**config.mk**
```make
export PLATFORM = sky130hd
export DESIGN_NAME = axi_fifo_bridge
export DESIGN_NICKNAME = d
export VERILOG_FILES = /design/src/rtl/axi_fifo_bridge.sv
export SDC_FILE = /design/constraint.sdc
export NUM_CORES = 1
export LEC_CHECK = 0
export BUFFER_PORTS_ARGS = -buffer_cell sky130_fd_sc_hd__buf_2
export CAP_MARGIN = 20
export CORE_ASPECT_RATIO = 1.5
export CORE_MARGIN = 10
export CORE_UTILIZATION = 57
export CTS_BUF_LIST = sky130_fd_sc_hd__clkbuf_2
export DETAILED_ROUTE_END_ITERATION = 12
export PLACE_DENSITY = 0.78
export SYNTH_ARGS = -nofsm -noshare
export SYNTH_HDL_FRONTEND = slang
export SYNTH_SLANG_ARGS = --single-unit
```
**constraint.sdc**
```tcl
create_clock -name s_axi_aclk -period 2.7 [get_ports s_axi_aclk]
set_input_delay 0 -clock s_axi_aclk [delete_from_list [all_inputs] [get_ports s_axi_aclk]]
set_output_delay 0 -clock s_axi_aclk [all_outputs]
set_load 0.01 [all_outputs]
```
**src/rtl/axi_fifo_bridge.sv**
```systemverilog
// axi_fifo_bridge: AXI4-Lite slave that converts host register writes into a TX word
// stream toward the core and returns core results through an RX FIFO read register.
// Register map (addr[3:2]): 0 TXDATA, 1 RXDATA, 2 STATUS, 3 CTRL.
// Optional feature macro: AXI_FIFO_BRIDGE_IRQ_EN adds a registered irq output and
// makes CTRL bit2 (IRQ_ENABLE) read/write.
module axi_fifo_bridge #(
  parameter int unsigned S_AXI_DATA_WIDTH = 32,
  parameter int unsigned S_AXI_ADDR_WIDTH = 4,
  parameter int unsigned FIFO_DEPTH       = 8
) (
  input  logic                          s_axi_aclk,
  input  logic                          s_axi_aresetn,
  input  logic [S_AXI_ADDR_WIDTH-1:0]   s_axi_awaddr,
  input  logic [2:0]                    s_axi_awprot,
  input  logic                          s_axi_awvalid,
  output logic                          s_axi_awready,
  input  logic [S_AXI_DATA_WIDTH-1:0]   s_axi_wdata,
  input  logic [S_AXI_DATA_WIDTH/8-1:0] s_axi_wstrb,
  input  logic                          s_axi_wvalid,
  output logic                          s_axi_wready,
  output logic [1:0]                    s_axi_bresp,
  output logic                          s_axi_bvalid,
  input  logic                          s_axi_bready,
  input  logic [S_AXI_ADDR_WIDTH-1:0]   s_axi_araddr,
  input  logic [2:0]                    s_axi_arprot,
  input  logic                          s_axi_arvalid,
  output logic                          s_axi_arready,
  output logic [S_AXI_DATA_WIDTH-1:0]   s_axi_rdata,
  output logic [1:0]                    s_axi_rresp,
  output logic                          s_axi_rvalid,
  input  logic                          s_axi_rready,
  output logic [S_AXI_DATA_WIDTH-1:0]   m_tx_tdata,
  output logic                          m_tx_tvalid,
  input  logic                          m_tx_tready,
  input  logic [S_AXI_DATA_WIDTH-1:0]   s_rx_tdata,
  input  logic                          s_rx_tvalid,
  output logic                          s_rx_tready
`ifdef AXI_FIFO_BRIDGE_IRQ_EN
  ,
  output logic                          irq
`endif
);

  localparam int unsigned PtrW = $clog2(FIFO_DEPTH);
  localparam int unsigned CntW = PtrW + 1;
  localparam int unsigned DW   = S_AXI_DATA_WIDTH;

  localparam logic [1:0] AddrTx     = 2'd0;
  localparam logic [1:0] AddrRx     = 2'd1;
  localparam logic [1:0] AddrStatus = 2'd2;
  localparam logic [1:0] AddrCtrl   = 2'd3;

  localparam logic [1:0] RespOkay   = 2'b00;
  localparam logic [1:0] RespSlverr = 2'b10;

  localparam logic [0:0] WIdle = 1'b0;
  localparam logic [0:0] WResp = 1'b1;
  localparam logic [0:0] RIdle = 1'b0;
  localparam logic [0:0] RData = 1'b1;

  // Goes high one cycle after reset release; holds s_rx_tready low during reset.
  logic alive_q, alive_d;

  // TX FIFO
  logic [DW-1:0]   tx_mem_q [FIFO_DEPTH];
  logic [DW-1:0]   tx_mem_d [FIFO_DEPTH];
  logic [PtrW-1:0] tx_wr_ptr_q, tx_wr_ptr_d, tx_rd_ptr_q, tx_rd_ptr_d;
  logic [CntW-1:0] tx_cnt_q, tx_cnt_d;

  // RX FIFO
  logic [DW-1:0]   rx_mem_q [FIFO_DEPTH];
  logic [DW-1:0]   rx_mem_d [FIFO_DEPTH];
  logic [PtrW-1:0] rx_wr_ptr_q, rx_wr_ptr_d, rx_rd_ptr_q, rx_rd_ptr_d;
  logic [CntW-1:0] rx_cnt_q, rx_cnt_d;

  // Write channel
  logic [0:0]    w_state_q, w_state_d;
  logic          awready_q, awready_d, wready_q, wready_d;
  logic          aw_held_q, aw_held_d, w_held_q, w_held_d;
  logic [1:0]    waddr_q, waddr_d;
  logic [DW-1:0] wdata_q, wdata_d;
  logic          wstrb_nz_q, wstrb_nz_d;
  logic          bvalid_q, bvalid_d;
  logic [1:0]    bresp_q, bresp_d;

  // Read channel
  logic [0:0]    r_state_q, r_state_d;
  logic          arready_q, arready_d;
  logic          rvalid_q, rvalid_d;
  logic [DW-1:0] rdata_q, rdata_d;
  logic [1:0]    rresp_q, rresp_d;

  // Sticky flags
  logic tx_ovf_q, tx_ovf_d, rx_unf_q, rx_unf_d;

`ifdef AXI_FIFO_BRIDGE_IRQ_EN
  logic irq_en_q, irq_en_d, irq_q, irq_d;
`endif

  logic          tx_full, tx_empty, rx_full, rx_empty;
  logic          aw_hs, w_hs, ar_hs;
  logic          commit, commit_act;
  logic          tx_push_req, tx_push, tx_pop, tx_ovf_evt;
  logic          rx_push, rx_pop, rd_rx, rx_unf_evt;
  logic          flush, clr_sticky;
  logic [31:0]   status_word;
  logic [DW-1:0] ctrl_word, rd_word, rx_head;
  logic          unused_inputs;

  assign unused_inputs = ^{s_axi_awprot, s_axi_arprot, s_axi_awaddr, s_axi_araddr};

  assign tx_full  = (tx_cnt_q == CntW'(FIFO_DEPTH));
  assign tx_empty = (tx_cnt_q == '0);
  assign rx_full  = (rx_cnt_q == CntW'(FIFO_DEPTH));
  assign rx_empty = (rx_cnt_q == '0);

  assign aw_hs = s_axi_awvalid && awready_q;
  assign w_hs  = s_axi_wvalid && wready_q;
  assign ar_hs = s_axi_arvalid && arready_q;

  // Decode the committed write and the read handshake into FIFO/flag events.
  always_comb begin
    commit      = (w_state_q == WIdle) && aw_held_q && w_held_q;
    commit_act  = commit && wstrb_nz_q;
    tx_push_req = commit_act && (waddr_q == AddrTx);
    tx_ovf_evt  = tx_push_req && tx_full;
    flush       = commit_act && (waddr_q == AddrCtrl) && wdata_q[0];
    clr_sticky  = commit_act && (waddr_q == AddrCtrl) && wdata_q[1];
    // Flush dominates same-cycle push/pop on both FIFOs.
    tx_push     = tx_push_req && !tx_full && !flush;
    tx_pop      = m_tx_tvalid && m_tx_tready && !flush;
    rd_rx       = ar_hs && (s_axi_araddr[3:2] == AddrRx);
    rx_unf_evt  = rd_rx && rx_empty;
    rx_pop      = rd_rx && !rx_empty && !flush;
    rx_push     = s_rx_tvalid && s_rx_tready && !flush;
  end

  assign m_tx_tdata  = tx_mem_q[tx_rd_ptr_q];
  assign m_tx_tvalid = !tx_empty;
  assign s_rx_tready = alive_q && !rx_full;
  assign rx_head     = rx_mem_q[rx_rd_ptr_q];

  // FIFO pointer, count and storage next-state.
  always_comb begin
    alive_d     = 1'b1;
    tx_mem_d    = tx_mem_q;
    tx_wr_ptr_d = tx_wr_ptr_q;
    tx_rd_ptr_d = tx_rd_ptr_q;
    tx_cnt_d    = tx_cnt_q;
    rx_mem_d    = rx_mem_q;
    rx_wr_ptr_d = rx_wr_ptr_q;
    rx_rd_ptr_d = rx_rd_ptr_q;
    rx_cnt_d    = rx_cnt_q;
    if (flush) begin
      tx_wr_ptr_d = '0;
      tx_rd_ptr_d = '0;
      tx_cnt_d    = '0;
      rx_wr_ptr_d = '0;
      rx_rd_ptr_d = '0;
      rx_cnt_d    = '0;
    end else begin
      if (tx_push) begin
        tx_mem_d[tx_wr_ptr_q] = wdata_q;
        tx_wr_ptr_d = tx_wr_ptr_q + PtrW'(1);
      end
      if (tx_pop) tx_rd_ptr_d = tx_rd_ptr_q + PtrW'(1);
      case ({tx_push, tx_pop})
        2'b10:   tx_cnt_d = tx_cnt_q + CntW'(1);
        2'b01:   tx_cnt_d = tx_cnt_q - CntW'(1);
        default: tx_cnt_d = tx_cnt_q;
      endcase
      if (rx_push) begin
        rx_mem_d[rx_wr_ptr_q] = s_rx_tdata;
        rx_wr_ptr_d = rx_wr_ptr_q + PtrW'(1);
      end
      if (rx_pop) rx_rd_ptr_d = rx_rd_ptr_q + PtrW'(1);
      case ({rx_push, rx_pop})
        2'b10:   rx_cnt_d = rx_cnt_q + CntW'(1);
        2'b01:   rx_cnt_d = rx_cnt_q - CntW'(1);
        default: rx_cnt_d = rx_cnt_q;
      endcase
    end
  end

  // Sticky error flags: clear request first, new events override it.
  always_comb begin
    tx_ovf_d = clr_sticky ? 1'b0 : tx_ovf_q;
    rx_unf_d = clr_sticky ? 1'b0 : rx_unf_q;
    if (tx_ovf_evt) tx_ovf_d = 1'b1;
    if (rx_unf_evt) rx_unf_d = 1'b1;
  end

`ifdef AXI_FIFO_BRIDGE_IRQ_EN
  // IRQ enable register and registered interrupt output.
  always_comb begin
    irq_en_d = irq_en_q;
    if (commit_act && (waddr_q == AddrCtrl)) irq_en_d = wdata_q[2];
    irq_d = irq_en_q && (!rx_empty || tx_ovf_q || rx_unf_q);
  end
  assign irq       = irq_q;
  assign ctrl_word = DW'({irq_en_q, 2'b00});
`else
  assign ctrl_word = '0;
`endif

  assign status_word = {10'd0, rx_unf_q, tx_ovf_q, rx_empty, rx_full, tx_empty, tx_full,
                        8'(rx_cnt_q), 8'(tx_cnt_q)};

  // Read data mux, sampled on the AR handshake.
  always_comb begin
    rd_word = '0;
    unique case (s_axi_araddr[3:2])
      AddrTx:     rd_word = '0;
      AddrRx:     rd_word = rx_empty ? '0 : rx_head;
      AddrStatus: rd_word = DW'(status_word);
      AddrCtrl:   rd_word = ctrl_word;
    endcase
  end

  // Write FSM: independent AW/W capture, commit once both held, hold B until bready.
  always_comb begin
    w_state_d  = w_state_q;
    awready_d  = awready_q;
    wready_d   = wready_q;
    aw_held_d  = aw_held_q;
    w_held_d   = w_held_q;
    waddr_d    = waddr_q;
    wdata_d    = wdata_q;
    wstrb_nz_d = wstrb_nz_q;
    bvalid_d   = bvalid_q;
    bresp_d    = bresp_q;
    unique case (w_state_q)
      WIdle: begin
        if (commit) begin
          w_state_d = WResp;
          bvalid_d  = 1'b1;
          bresp_d   = tx_ovf_evt ? RespSlverr : RespOkay;
          aw_held_d = 1'b0;
          w_held_d  = 1'b0;
          awready_d = 1'b0;
          wready_d  = 1'b0;
        end else begin
          if (aw_hs) begin
            aw_held_d = 1'b1;
            awready_d = 1'b0;
            waddr_d   = s_axi_awaddr[3:2];
          end else if (!aw_held_q) begin
            awready_d = 1'b1;
          end
          if (w_hs) begin
            w_held_d   = 1'b1;
            wready_d   = 1'b0;
            wdata_d    = s_axi_wdata;
            wstrb_nz_d = |s_axi_wstrb;
          end else if (!w_held_q) begin
            wready_d = 1'b1;
          end
        end
      end
      WResp: begin
        if (s_axi_bready) begin
          w_state_d = WIdle;
          bvalid_d  = 1'b0;
          bresp_d   = RespOkay;
          awready_d = 1'b1;
          wready_d  = 1'b1;
        end
      end
    endcase
  end

  // Read FSM: register data/response on AR handshake, hold until rready.
  always_comb begin
    r_state_d = r_state_q;
    arready_d = arready_q;
    rvalid_d  = rvalid_q;
    rdata_d   = rdata_q;
    rresp_d   = rresp_q;
    unique case (r_state_q)
      RIdle: begin
        if (ar_hs) begin
          r_state_d = RData;
          arready_d = 1'b0;
          rvalid_d  = 1'b1;
          rdata_d   = rd_word;
          rresp_d   = rx_unf_evt ? RespSlverr : RespOkay;
        end else begin
          arready_d = 1'b1;
        end
      end
      RData: begin
        if (s_axi_rready) begin
          r_state_d = RIdle;
          arready_d = 1'b1;
          rvalid_d  = 1'b0;
          rdata_d   = '0;
          rresp_d   = RespOkay;
        end
      end
    endcase
  end

  // State registers with asynchronous active-low reset.
  always_ff @(posedge s_axi_aclk or negedge s_axi_aresetn) begin
    if (!s_axi_aresetn) begin
      alive_q     <= 1'b0;
      tx_mem_q    <= '{default: '0};
      tx_wr_ptr_q <= '0;
      tx_rd_ptr_q <= '0;
      tx_cnt_q    <= '0;
      rx_mem_q    <= '{default: '0};
      rx_wr_ptr_q <= '0;
      rx_rd_ptr_q <= '0;
      rx_cnt_q    <= '0;
      w_state_q   <= WIdle;
      awready_q   <= 1'b0;
      wready_q    <= 1'b0;
      aw_held_q   <= 1'b0;
      w_held_q    <= 1'b0;
      waddr_q     <= '0;
      wdata_q     <= '0;
      wstrb_nz_q  <= 1'b0;
      bvalid_q    <= 1'b0;
      bresp_q     <= RespOkay;
      r_state_q   <= RIdle;
      arready_q   <= 1'b0;
      rvalid_q    <= 1'b0;
      rdata_q     <= '0;
      rresp_q     <= RespOkay;
      tx_ovf_q    <= 1'b0;
      rx_unf_q    <= 1'b0;
`ifdef AXI_FIFO_BRIDGE_IRQ_EN
      irq_en_q    <= 1'b0;
      irq_q       <= 1'b0;
`endif
    end else begin
      alive_q     <= alive_d;
      tx_mem_q    <= tx_mem_d;
      tx_wr_ptr_q <= tx_wr_ptr_d;
      tx_rd_ptr_q <= tx_rd_ptr_d;
      tx_cnt_q    <= tx_cnt_d;
      rx_mem_q    <= rx_mem_d;
      rx_wr_ptr_q <= rx_wr_ptr_d;
      rx_rd_ptr_q <= rx_rd_ptr_d;
      rx_cnt_q    <= rx_cnt_d;
      w_state_q   <= w_state_d;
      awready_q   <= awready_d;
      wready_q    <= wready_d;
      aw_held_q   <= aw_held_d;
      w_held_q    <= w_held_d;
      waddr_q     <= waddr_d;
      wdata_q     <= wdata_d;
      wstrb_nz_q  <= wstrb_nz_d;
      bvalid_q    <= bvalid_d;
      bresp_q     <= bresp_d;
      r_state_q   <= r_state_d;
      arready_q   <= arready_d;
      rvalid_q    <= rvalid_d;
      rdata_q     <= rdata_d;
      rresp_q     <= rresp_d;
      tx_ovf_q    <= tx_ovf_d;
      rx_unf_q    <= rx_unf_d;
`ifdef AXI_FIFO_BRIDGE_IRQ_EN
      irq_en_q    <= irq_en_d;
      irq_q       <= irq_d;
`endif
    end
  end

  assign s_axi_awready = awready_q;
  assign s_axi_wready  = wready_q;
  assign s_axi_bvalid  = bvalid_q;
  assign s_axi_bresp   = bresp_q;
  assign s_axi_arready = arready_q;
  assign s_axi_rvalid  = rvalid_q;
  assign s_axi_rdata   = rdata_q;
  assign s_axi_rresp   = rresp_q;

endmodule

```
# Yosys cells after proc, flatten, opt, wreduce, memory -nomap -nowiden
# Index checks and enable logic that the tools add are counted.
word_totals:
  register_bits: 615
  n_memories: 0
  romBits: 0
  latch_bits: 0
  ramBits: 0
  inputBits: 91
  elab_cells: 201
  out_inout_bits: 75
op_classes:
  shifts: 0
  n_mul: 0
  magnitude_cmp: 6
  bitwise_logic: 8
  addsub: 8
  n_div: 0
  eq_ne: 16
  reduce_logical: 55
  mux: 68
op_table:
  columns: ["cell", "count"]
  rows:
  - ["bitwise mux 256 bit", 2]
  - ["2-to-1 mux 32 bit", 9]
  - ["binary-select mux 32 bit (select 3 bit)", 2]
  - ["demux 32 bit (select 3 bit)", 2]
  - ["case mux 32 bit (3 select lines)", 1]
  - ["case mux 32 bit (2 select lines)", 1]
  - ["logical AND 1 bit", 24]
  - ["2-to-1 mux 1 bit", 24]
  - ["2-to-1 mux 3 bit", 8]
  - ["greater-or-equal comparator 4 bit (second input constant)", 4]
  - ["inverter 3 -> 4 bit", 4]
  - ["case mux 4 bit (2 select lines)", 2]
  - ["AND reduction 2 bit", 8]
  - ["nonzero test 2 bit", 8]
  - ["case mux 1 bit (2 select lines)", 7]
  - ["adder 3 x 1 -> 3 bit (second input constant)", 4]
  - ["2-to-1 mux 2 bit", 6]
  - ["== test 2 bit (second input constant)", 5]
  - ["adder 4 x 1 -> 4 bit (second input constant)", 2]
  - ["== test 4 bit (second input constant)", 2]
  - ["logical NOT 4 bit", 2]
  - ["< comparator 4 x 1 -> 1 bit (second input constant)", 2]
  - ["2-to-1 mux 4 bit", 2]
  - ["inequality test 2 bit (second input constant)", 4]
  - ["other kinds (11)", 26]

# Depth between registers and ports, before layout
# Gate-level depths: netlist of run 1.
depth:
  depth_word: 11
  ltp_mapped: 12
  depth_no_buf: 10

# Worst setup path after synthesis of run 1
# No wires, ideal clock.
synth_path:
  kind: "reg2reg"
  startpoint: "register w_state_q"
  endpoint: "register rx_cnt_q[3]"
  n_path_buf: 3
  synth_period_minus_slack_ns: 2.770
  setup_slack_ns: -0.070
  t_arrival_ns: 2.635
  setup_time_ns: 0.135
  required_ns: 2.565
  path_stages_with_launch: 13
  path_cell_list: "dfrtp_1 -> buf_4 -> and4b_1 -> and4_4 -> clkbuf_1 -> clkbuf_1 -> nor2_1 -> ha_1 -> a21o_1 -> a21oi_1 -> and3_1 -> o21ai_0 -> nor3b_1"
synth_between:
  elab_chain_cells: 11
  elab_cells_between_ends: 14
  cone_classes: "eq/ne: 2; mux: 2; bitwise: 1; reduce/logical: 9"
synth_lines:
  columns: ["item", "line_no", "text"]
  rows:
  - ["start: declaration", "77", "logic [0:0] w_state_q, w_state_d;"]
  - ["start signal: assignment", "315", "w_state_q <= WIdle;"]
  - ["start signal: assignment", "346", "w_state_q <= w_state_d;"]
  - ["inverter 1 bit (no source line) *", null, null]
  - ["logical AND 1 bit * (2 in a row)", "123", "commit = (w_state_q == WIdle) && aw_held_q && w_held_q;"]
  - ["logical AND 1 bit *", "124", "commit_act = commit && wstrb_nz_q;"]
  - ["logical AND 1 bit * (2 in a row)", "127", "flush = commit_act && (waddr_q == AddrCtrl) && wdata_q[0];"]
  - ["logical NOT 1 bit", "134, 135", null]
  - ["logical AND 1 bit, on equally long branches", "134, 135", null]
  - ["== test 2 x 1 -> 1 bit or == test 2 bit (tied branches)", "177", "case ({rx_push, rx_pop})"]
  - ["case mux 4 bit (2 select lines)", "177", null]
  - ["2-to-1 mux 4 bit", "154", "if (flush) begin"]
  - ["end signal: assignment", "345", "rx_cnt_q <= rx_cnt_d;"]
  - ["end: declaration", "74", "logic [CntW-1:0] rx_cnt_q, rx_cnt_d;"]
# Every way passes the cells marked *; elsewhere a longest branch is shown, timed or not.
# A chain may end at the register's enable or synchronous reset.

# Final worst setup path of run 1
layout_path:
  startpoint: "register tx_rd_ptr_q[0]"
  endpoint: "output m_tx_tdata[11]"
layout_between:
  elab_chain_cells: 4
layout_lines:
  columns: ["item", "line_no", "text"]
  rows:
  - ["start: declaration", "67", "logic [PtrW-1:0] tx_wr_ptr_q, tx_wr_ptr_d, tx_rd_ptr_q, tx_rd_ptr_d;"]
  - ["start signal: assignment", "340", "tx_rd_ptr_q <= tx_rd_ptr_d;"]
  - ["inverter 3 -> 4 bit (implied by the code)", "138", "assign m_tx_tdata = tx_mem_q[tx_rd_ptr_q];"]
  - ["binary-select mux 32 bit (select 3 bit)", "138", null]
  - ["2-to-1 mux 32 bit (implied by the code) (2 in a row)", "138", null]
  - ["end: declaration", "32", "output logic [S_AXI_DATA_WIDTH-1:0] m_tx_tdata,"]
# Every way passes these cells. The select of a mux whose other input is x is not followed.

==> key figures, run 1 <==
Critical path
  • Reg2reg setup slack: between 0.15 and 0.2 ns
  • Critical path class: register to output pin
  • Worst Path Arrival: about 2.9 ns
  • Critical path's largest stage delay: 0.52 ns
  • Worst EP required: roughly 2.7 ns
  • Worst R2R Start: rx_cnt_q[0]
  • Worst r2r dst: rx_cnt_q[3]
  • Cell depth of the worst flop-to-flop path: 10
  • CP cell instances: buf_12, buf_16, mux4_2, mux2_4, buf_6
  • Crit end category: output pin
  • CP max stage cell: dfrtp_4
  • CP startpoint kind: register
  • CP Max Fanout: 7

Drt
  • Vias per cell: approximately 5.8
  • Via Count: 16700
  • DRT Wirelength: 64.8 mm
  • DR pass1 iterations: 4
  • Routed WL per cell: 22.7 um
  • Initial drt markers: 769
  • DRC: 0
  • ANT nets after route: 0

STA
  • Fin. Hold Viols: 0
  • Fmax: approximately 340 MHz
  • Final setup vio count: 32
  • Slew @ Worst Pin: around 0.85 ns
  • Hold Slack: about 0.25 ns
  • Final min period: slightly below 3 ns
  • Final WS setup: -0.201 ns
  • Final Max Tran Viols: 0
  • Final period util: 1.07
  • Max-slew headroom: 0.434
  • Final Skew: approximately 0.089 ns
  • Setup repair after global routing missed its margin: true

Synth
  • Yosys warning total: 0
  • Avg Cell Area, Syn: 16.2 um^2
  • Synth Register Bits: slightly above 600
  • Async SR Flop Fraction: 1.00
  • Synth top area share: 0.560
  • Synth area leader: dfrtp_1
  • Post-synthesis cell area: around 0.027 mm^2
  • Cell count after synthesis: 1694
  • EDFF count, synth: 0
  • Largest cells by area after synthesis: dfrtp_1 (56%), mux2_2 (20%), mux4_2 (11%), mux2_4 (3.3%), mux2_1 (1.6%)
  • Synth cell types: 59
  • Sequential fraction of the synthesis area: 0.560
  • Main synth FF type: dfrtp_1

GRT
  • Most Crowded Layer GR: met2
  • Global-route wire length before repair: 103 mm
  • Total gr overflow: 0
  • Tot GR Track Use: 0.232
  • Initial antenna violation count: 5
  • Largest net degree at the start of global routing: roughly 110
  • GRT met1 Usage: 0.272
  • Vias in the first global route: 18900
  • Met3 Use GR: 0.0524
  • Met2 GRT Util: 0.405

Placed design
  • DP Cell Count: ~2400
  • GP Congestion: approximately 0.78
  • HPWL Detailed: about 37 mm
  • # port buffers: 153

Power
  • Switching power: between 10 and 15 mW
  • Sw Share: 0.330
  • Power Dens Cells: 984 mW/mm^2
  • Combinational power share: 0.360
  • Max IR drop VDD: 0.626 mV
  • P_int: 21.7 mW
  • Sequential Power Share: 0.451
  • Clock share of power: 0.189
  • Static leakage: around 16 nW

Layout
  • Post-route insts no fill: roughly 2900
  • Layout cells sized above 1: 0.510
  • Final #Nets: about 2200
  • P&R area growth vs syn: 20.0%
  • Fillcell total: ~3200

Worst hold path
  • Hold Path End: s_axi_rvalid
  • Worst min path class: input port to register
  • Hold wc startpoint: s_axi_arvalid
  • Hold depth: 5

Clocking
  • Clk slew on worst S/H paths: approximately 0.12 ns
  • CTS sink cnt: just over 600
  • Clock root buffer: clkbuf_2
  • CTS tree: done
  • Clk_lat worst skew: about 1.2 ns
  • Clock buffer depth: 3
  • H-tree depth: 4
  • TritonCTS buffer count: approximately 150

Floorplan
  • Initial Utilization: 0.575
  • Die Width: around 200 um
  • DIE HEIGHT: 289 um
  • Io pins: 166
  • Core Rows: between 90 and 100
  • Die area: 0.0574 mm^2
  • Core footprint: about 0.048 mm^2

Flow run
  • Max cap viols: 0

Run status
  • Status: finished with violations
  • Violated checks: negative setup slack
## kinds of logic (layout without fill, tap and decap cells)
group,count (synthesis),after routing,share of synthesized area
flip-flops,613,613,0.560
AND/OR/NAND/NOR,119,119,0.0257
buffers and inverters,120,679,0.0252
multiplexers,744,744,0.365
XOR/XNOR,12,12,0.00383
adder cells (fa/ha/maj),8,8,0.00393
other,2,8,0.000274
AO/OA/AOI/OAI,76,76,0.0168
## placed cells by master, fill, tap and decap left out, types with 7 or more instances in the layout
master,synthesis,routed
clkbuf_2,2,205
buf_2,35,124
a21oi_1,9,8
xnor2_1,8,8
mux2_1,39,39
mux2i_1,38,38
dlygate4sd3_1,0,194
nor2_1,25,23
mux4_2,128,128
buf_12,0,27
o21ai_0,40,40
buf_4,16,44
clkinv_1,0,27
dfrtp_1,613,608
mux2_4,60,87
nand2_1,38,38
buf_6,18,28
mux2_2,479,452
ha_1,7,7
a22oi_1,13,13
## layout make-up
class	instances	area, um^2	share of cell area
Inverter	6	22.5	0.000684
Timing Repair Buffer	422	3870	0.118
Multi-Input combinational cell	962	11600	0.351
Tap cell	600	751	0.0228
Clock inverter	46	308	0.00935
Sequential cell	613	15400	0.467
Clock buffer	205	1030	0.0312
Antenna cell	5	12.5	0.000380
## registers in the layout (all words and copies together) (netlist names), 2 cells and up
| name | count |
|---|---|
| rx_rd_ptr_q | 3 |
| rx_wr_ptr_q | 3 |
| s_axi_rdata | 32 |
| tx_wr_ptr_q | 3 |
| tx_cnt_q | 4 |
| waddr_q | 2 |
| tx_mem_q | 256 |
| rx_mem_q | 256 |
| wdata_q | 32 |
| rx_cnt_q | 4 |
| tx_rd_ptr_q | 3 |
## layer usage
layer	routed length, um	vias to the layer above
met5	0	-
met4	1390	0
met3	2950	106
met2	34700	382
met1	25800	8890
li1	-	7290
## cell usage after synthesis (2+ instances only)
library cell	number
a21o_1	2
a21oi_1	9
a221o_1	2
a22o_1	2
a22oi_1	13
a31oi_1	2
and2_1	2
and3_1	4
buf_1	9
buf_2	35
buf_4	16
buf_6	18
clkbuf_1	34
clkbuf_2	2
conb_1	2
dfrtp_1	613
ha_1	7
inv_1	6
mux2_1	39
mux2_2	479
mux2_4	60
mux2i_1	38
mux4_2	128
nand2_1	38
nand2b_1	6
nand3_1	4
nand3b_2	2
nor2_1	25
nor3_1	6
nor3_2	5
nor4_1	3
o21ai_0	40
o22ai_1	2
or3_1	5
or4_1	2
xnor2_1	8
xor2_1	4
## worst max-delay path by stage
stage / start / end / cells after the start
after global routing: tx_rd_ptr_q[0] / m_tx_tdata[29] / 4
after global placement: rx_cnt_q[2] / rx_cnt_q[3] / 10
after detailed placement: rx_cnt_q[0] / rx_cnt_q[3] / 10
final: tx_rd_ptr_q[0] / m_tx_tdata[11] / 5
after floorplan: w_state_q / rx_cnt_q[3] / 12
after CTS: tx_rd_ptr_q[0] / m_tx_tdata[13] / 5
## power by group through the flow
stage | combinational (mW) | clock, mW | sequential, mW
floorplan | 7.99 | 0 | 13.7
global placement | 10.1 | 0 | 14.4
detailed placement | 10.5 | 0 | 14.7
CTS | 11.7 | 6.32 | 14.5
global route | 12.5 | 6.81 | 15.0
finish | 11.7 | 6.13 | 14.6
## through the flow
| stage | total power [mW] | area (um^2) | setup slack, ns | TNS [ns] | utilization |
|---|---|---|---|---|---|
| 6_report | 32.4 | 32900 | -0.201 | -5.09 | 0.690 |
| 5_1_grt | 34.3 | 32900 | -0.377 | -11.00 | 0.690 |
| 4_1_cts | 32.5 | 32800 | -0.386 | -11.43 | 0.688 |
| 3_5_place_dp | 25.2 | 29200 | 0.173 | 0 | 0.612 |
| 3_3_place_gp | 24.5 | 29200 | 0.207 | 0 | 0.612 |
| 2_1_floorplan | 21.7 | 27400 | 0.0330 | 0 | - |
## worst max-delay path: cells and delay by family (launching register included)
| kind | cells | cell delay (ns) |
|---|---|---|
| buffers and inverters | 3 | 0.41 |
| multiplexers | 2 | 0.81 |
| flip-flops | 1 | 0.52 |
## repair_timing
action                                  4_1_cts  5_1_grt
setup buffers                                 4        0
endpoints found under the hold margin       965        0
hold buffers                                195        0
resized for setup                            37       28
endpoints found under the setup margin       33       33
cloned                                        3        0
Power figures use the tool's default switching activity.
==> run 2, diff against run 1 <==
--- a/config.mk
+++ b/config.mk
@@ -12,7 +12,7 @@
 export CORE_UTILIZATION = 57
 export CTS_BUF_LIST = sky130_fd_sc_hd__clkbuf_2
 export DETAILED_ROUTE_END_ITERATION = 12
-export PLACE_DENSITY = 0.78
+export PLACE_DENSITY = 0.9
 export SYNTH_ARGS = -nofsm -noshare
 export SYNTH_HDL_FRONTEND = slang
 export SYNTH_SLANG_ARGS = --single-unit
==> key figures, run 2 (synthesized netlist as in run 1, its figures left out) <==
Drt
  • DRT Wirelength: between 70 and 80 mm
  • DRC: 0
  • Vias per cell: 6.00
  • ANT nets after route: 0
  • DR pass1 iterations: 6
  • Via Count: about 17000
  • Routed WL per cell: ~24 um
  • Initial drt markers: ~1000

Critical path
  • Worst Path Arrival: ~3 ns
  • Crit end category: output pin
  • Reg2reg setup slack: 0.13 ns
  • CP max stage cell: mux4_2
  • CP startpoint kind: register
  • Cell depth of the worst flop-to-flop path: 6
  • Worst R2R Start: wstrb_nz_q
  • Crit-path most repeated cell: clkbuf_16
  • CP Max Fanout: 5
  • Worst EP required: about 2.7 ns
  • Critical path's largest stage delay: approximately 0.49 ns
  • Worst r2r dst: rx_mem_q[226]
  • CP cell instances: clkbuf_16, clkbuf_16, mux4_2, mux2_2, buf_2
  • Critical path class: register to output pin

STA
  • Final WS setup: -0.223 ns
  • Fmax: between 300 and 400 MHz
  • Hold Slack: about 0.21 ns
  • Slew @ Worst Pin: between 0.8 and 0.9 ns
  • Final Max Tran Viols: 0
  • Max-slew headroom: 0.404
  • Final min period: about 2.9 ns
  • Setup repair after global routing missed its margin: true
  • Final period util: 1.08
  • Final setup vio count: 32
  • Final Skew: ~0.14 ns
  • Fin. Hold Viols: 0

Clocking
  • H-tree depth: 4
  • CTS sink cnt: approximately 610
  • CTS tree: done
  • Clk slew on worst S/H paths: about 0.1 ns
  • Clk_lat worst skew: 1.25 ns
  • Clock root buffer: clkbuf_2
  • Clock buffer depth: 3
  • TritonCTS buffer count: roughly 150

Layout
  • Layout cells sized above 1: 0.511
  • Fillcell total: roughly 2900
  • Final Instance Area: around 0.033 mm^2
  • Final #Nets: approximately 2300
  • Post-route insts no fill: ~2900
  • P&R area growth vs syn: 20.1%
  • Largest registers: rx_mem_q x256, tx_mem_q x256
  • Leading cell type in the layout, fill and taps excluded: dfrtp_1
  • Most frequent cells in the layout: dfrtp_1 (607), mux2_2 (473), clkbuf_2 (203)

Placed design
  • HPWL Detailed: 39.1 mm
  • # port buffers: 153
  • GP Congestion: between 0.7 and 0.8
  • DP Cell Count: approximately 2400
  • Area after DPL: just under 0.03 mm^2

Worst hold path
  • Hold depth: 4
  • Hold wc startpoint: s_axi_wdata[21]
  • Hold Path End: wdata_q[21]
  • Worst min path class: input port to register

Floorplan
  • Core Rows: around 100
  • Initial Utilization: 0.575
  • DIE HEIGHT: between 200 and 300 um
  • Core footprint: 0.0477 mm^2
  • Die Width: 199 um
  • Die area: between 0.05 and 0.06 mm^2
  • Io pins: approximately 170

Run status
  • Violated checks: negative setup slack
  • Status: finished with violations

Power
  • Static leakage: roughly 16 nW
  • Max IR drop VDD: about 0.76 mV
  • Overall power: between 30 and 40 mW
  • Power Dens Cells: between 1000 and 1500 mW/mm^2

GRT
  • Tot GR Track Use: 0.248
  • Total gr overflow: 0
  • Largest net degree at the start of global routing: 91
  • Vias in the first global route: 19500
  • Global-route wire length before repair: ~110 mm
  • Initial antenna violation count: 5

Flow run
  • Max cap viols: 0
run 2: per-stage QoR:
step	setup slack, ns	utilization	TNS (ns)
final	-0.223	0.690	-5.83
after detailed placement	0.0655	0.613	0
after global placement	0.112	0.613	0
after global routing	-0.379	0.690	-11.23
after floorplan	0.0330	-	0
after CTS	-0.363	0.686	-10.12
run 2: repair_timing:
action / in CTS / in global routing
buffers inserted: 3 / 1
endpoints found under the setup margin: 34 / 33
resized for setup: 25 / 20
hold buffers: 191 / 0
endpoints found under the hold margin: 965 / 0
cloned: 4 / 5
run 2: worst max path at each step:
stage                         startpoint        endpoint  slack, ns  cells past startpoint
after detailed placement     rx_cnt_q[1]     rx_cnt_q[3]       0.07                     11
after floorplan                w_state_q     rx_cnt_q[3]       0.03                     12
after global routing      tx_rd_ptr_q[0]  m_tx_tdata[14]      -0.38                      5
final                     tx_rd_ptr_q[0]  m_tx_tdata[29]      -0.22                      5
after global placement       rx_cnt_q[0]     rx_cnt_q[3]       0.11                     11
after CTS                 tx_rd_ptr_q[0]   m_tx_tdata[5]      -0.36                      5
run 2: critical path: cells and delay by family (launching register included):
family                 cells  cell delay (ns)
buffers and inverters      3             0.50
DFF                        1             0.47
muxes                      2             0.80
run 2: routing by layer:
layer,part of all wire,wire length (um),track usage
met3,0.053,3720,0.0515
met1,0.37,25600,0.273
met2,0.54,37500,0.436
met4,0.046,3200,0.141
met5,0.00019,13,0
run 2: power breakdown:
group,switching [mW],internal [mW]
clock,3.73,2.50
combinational,4.73,7.18
sequential,2.67,12.2
run 2: area by class of cell:
class,instances,area [um^2],area share
antenna,5,12.5,0.000380
inverter,6,22.5,0.000684
clock inverter,45,315,0.00958
multi-input combinational,962,11500,0.349
tap,600,751,0.0228
timing repair buffer,424,3960,0.120
clock buffer,203,1020,0.0309
sequential,613,15400,0.466
==> run 3, diff against run 2 <==
--- a/config.mk
+++ b/config.mk
@@ -7,9 +7,11 @@
 export LEC_CHECK = 0
 export BUFFER_PORTS_ARGS = -buffer_cell sky130_fd_sc_hd__buf_2
 export CAP_MARGIN = 20
+export CELL_PAD_IN_SITES_DETAIL_PLACEMENT = 2
+export CELL_PAD_IN_SITES_GLOBAL_PLACEMENT = 2
 export CORE_ASPECT_RATIO = 1.5
 export CORE_MARGIN = 10
-export CORE_UTILIZATION = 57
+export CORE_UTILIZATION = 42
 export CTS_BUF_LIST = sky130_fd_sc_hd__clkbuf_2
 export DETAILED_ROUTE_END_ITERATION = 12
 export PLACE_DENSITY = 0.9
==> key figures, run 3 (synthesized netlist as in run 1, its figures left out) <==
GRT
  • Met3 Use GR: 0.0505
  • GRT met1 Usage: 0.279
  • Global-route wire length before repair: approximately 150 mm
  • Most Crowded Layer GR: met2
  • Initial antenna violation count: 5
  • Met2 GRT Util: 0.492
  • Largest net degree at the start of global routing: approximately 150
  • Total gr overflow: 0
  • Vias in the first global route: 21700
  • Tot GR Track Use: 0.264

Drt
  • Vias per cell: about 5.7
  • ANT nets after route: 0
  • DRT Wirelength: about 100 mm
  • Routed WL per cell: roughly 32 um
  • DR pass1 iterations: 5
  • Via Count: 17700
  • Initial drt markers: between 1000 and 1500
  • DRC: 0

Layout
  • Fillcell total: between 5000 and 6000
  • Final Instance Area: 0.0334 mm^2
  • Post-layout util: 0.517
  • Combined area of the multi-input logic cells: 0.0116 mm^2
  • P&R area growth vs syn: 21.9%
  • Storage cell area: ~0.015 mm^2
  • Most frequent cells in the layout: dfrtp_1 (605), mux2_2 (459), clkbuf_2 (211)
  • Layout cells sized above 1: 0.516
  • Final #Nets: roughly 2300
  • Leading cell type in the layout, fill and taps excluded: dfrtp_1
  • Largest registers: rx_mem_q x256, tx_mem_q x256

STA
  • Max-slew headroom: 0.358
  • Fin. Hold Viols: 0
  • Final min period: ~3.3 ns
  • Setup repair after global routing missed its margin: true
  • Final Max Tran Viols: 0
  • Slew @ Worst Pin: 0.964 ns
  • Hold Slack: ~0.15 ns
  • Fmax: ~300 MHz
  • Final Skew: between 0.1 and 0.15 ns
  • Final period util: 1.21
  • Final WS setup: -0.568 ns
  • Final setup vio count: 32
  • Setup TNS: -15.81 ns

Power
  • Power Dens Cells: between 1000 and 1500 mW/mm^2
  • Max IR drop VDD: ~0.5 mV
  • Static leakage: 15.9 nW
  • Overall power: around 36 mW

Critical path
  • Critical path's largest stage delay: approximately 0.55 ns
  • Crit-path most repeated cell: buf_12
  • CP cell instances: buf_12, buf_12, mux4_2, mux2_4, buf_2
  • Worst Path Arrival: between 3 and 4 ns
  • Worst EP required: 2.70 ns
  • Critical path class: register to output pin
  • CP Max Fanout: 9
  • CP max stage cell: mux4_2
  • Crit end category: output pin
  • CP startpoint kind: register

Clocking
  • CTS tree: done
  • H-tree depth: 4
  • Clk_lat worst skew: between 1 and 1.5 ns
  • Clock buffer depth: 3
  • Clk slew on worst S/H paths: ~0.16 ns
  • Clock root buffer: clkbuf_2
  • TritonCTS buffer count: 151
  • CTS sink cnt: between 600 and 700

Floorplan
  • DIE HEIGHT: 333 um
  • Die Width: between 200 and 250 um
  • Initial Utilization: 0.424
  • Die area: 0.0761 mm^2
  • Core footprint: 0.0646 mm^2
  • Core Rows: 114
  • Io pins: around 170

Placed design
  • GP Congestion: 0.769
  • # port buffers: approximately 150
  • HPWL Detailed: about 51 mm
  • Area after DPL: just under 0.03 mm^2

Run status
  • Status: finished with violations
  • Violated checks: negative setup slack

Worst hold path
  • Worst min path class: input port to asynchronous set/reset pin

Flow run
  • Max cap viols: 0
-- run 3: worst paths after layout --
check                                     from        endpoint  slack, ns  depth (start not counted)
worst min register to register  s_axi_rdata[6]  s_axi_rdata[6]       0.49                          2
min in group s_axi_aclk          s_axi_awvalid       aw_held_q       0.17                          5
max in group asynchronous        s_axi_aresetn   rx_mem_q[100]       1.26                          7
worst max register to register     rx_cnt_q[2]   rx_mem_q[132]       0.04                          7
worst max-delay path            tx_rd_ptr_q[0]   m_tx_tdata[8]      -0.57                          5
worst min-delay path             s_axi_aresetn      wdata_q[6]       0.15                          5
-- run 3: repair_timing --
action                     CTS  global route
hold buffers               199             0
gates resized for setup     54            19
setup buffers               12             5
pin swaps                    2             2
gates cloned                 3             3
hold endpoints to repair   965             0
setup endpoints to repair   34            51
-- run 3: where the power goes --
group	switching [mW]	internal, mW
logic	5.83	7.40
registers	3.40	12.2
clock network	4.34	2.35
-- run 3: metal layers --
metal,vias up,share of wire
li1,7289,-
met5,-,0.00019
met1,9636,0.37
met3,236,0.038
met4,4,0.040
met2,556,0.55
-- run 3: final cells by class --
cell class                      instances  area share
Tap cell                              870      0.0326
Sequential cell                       613       0.459
Clock buffer                          211      0.0316
Timing Repair Buffer                  437       0.123
Inverter                                6    0.000674
Clock inverter                         30     0.00603
Antenna cell                            3    0.000225
Multi-Input combinational cell        963       0.346
-- run 3: worst max-delay path: cells and delay by family (launching register included) --
| kind | cells | cell delay, ns |
|---|---|---|
| flops | 1 | 0.50 |
| buf+inv | 3 | 0.49 |
| mux | 2 | 0.85 |
-- run 3: stage by stage --
step / std cells / worst slack, ns
4_1_cts: 3123 / -0.615
3_5_place_dp: 2668 / 0.0520
6_report: 3133 / -0.568
5_1_grt: 3132 / -0.673
3_3_place_gp: 2668 / 0.210
2_1_floorplan: 1695 / 0.0330
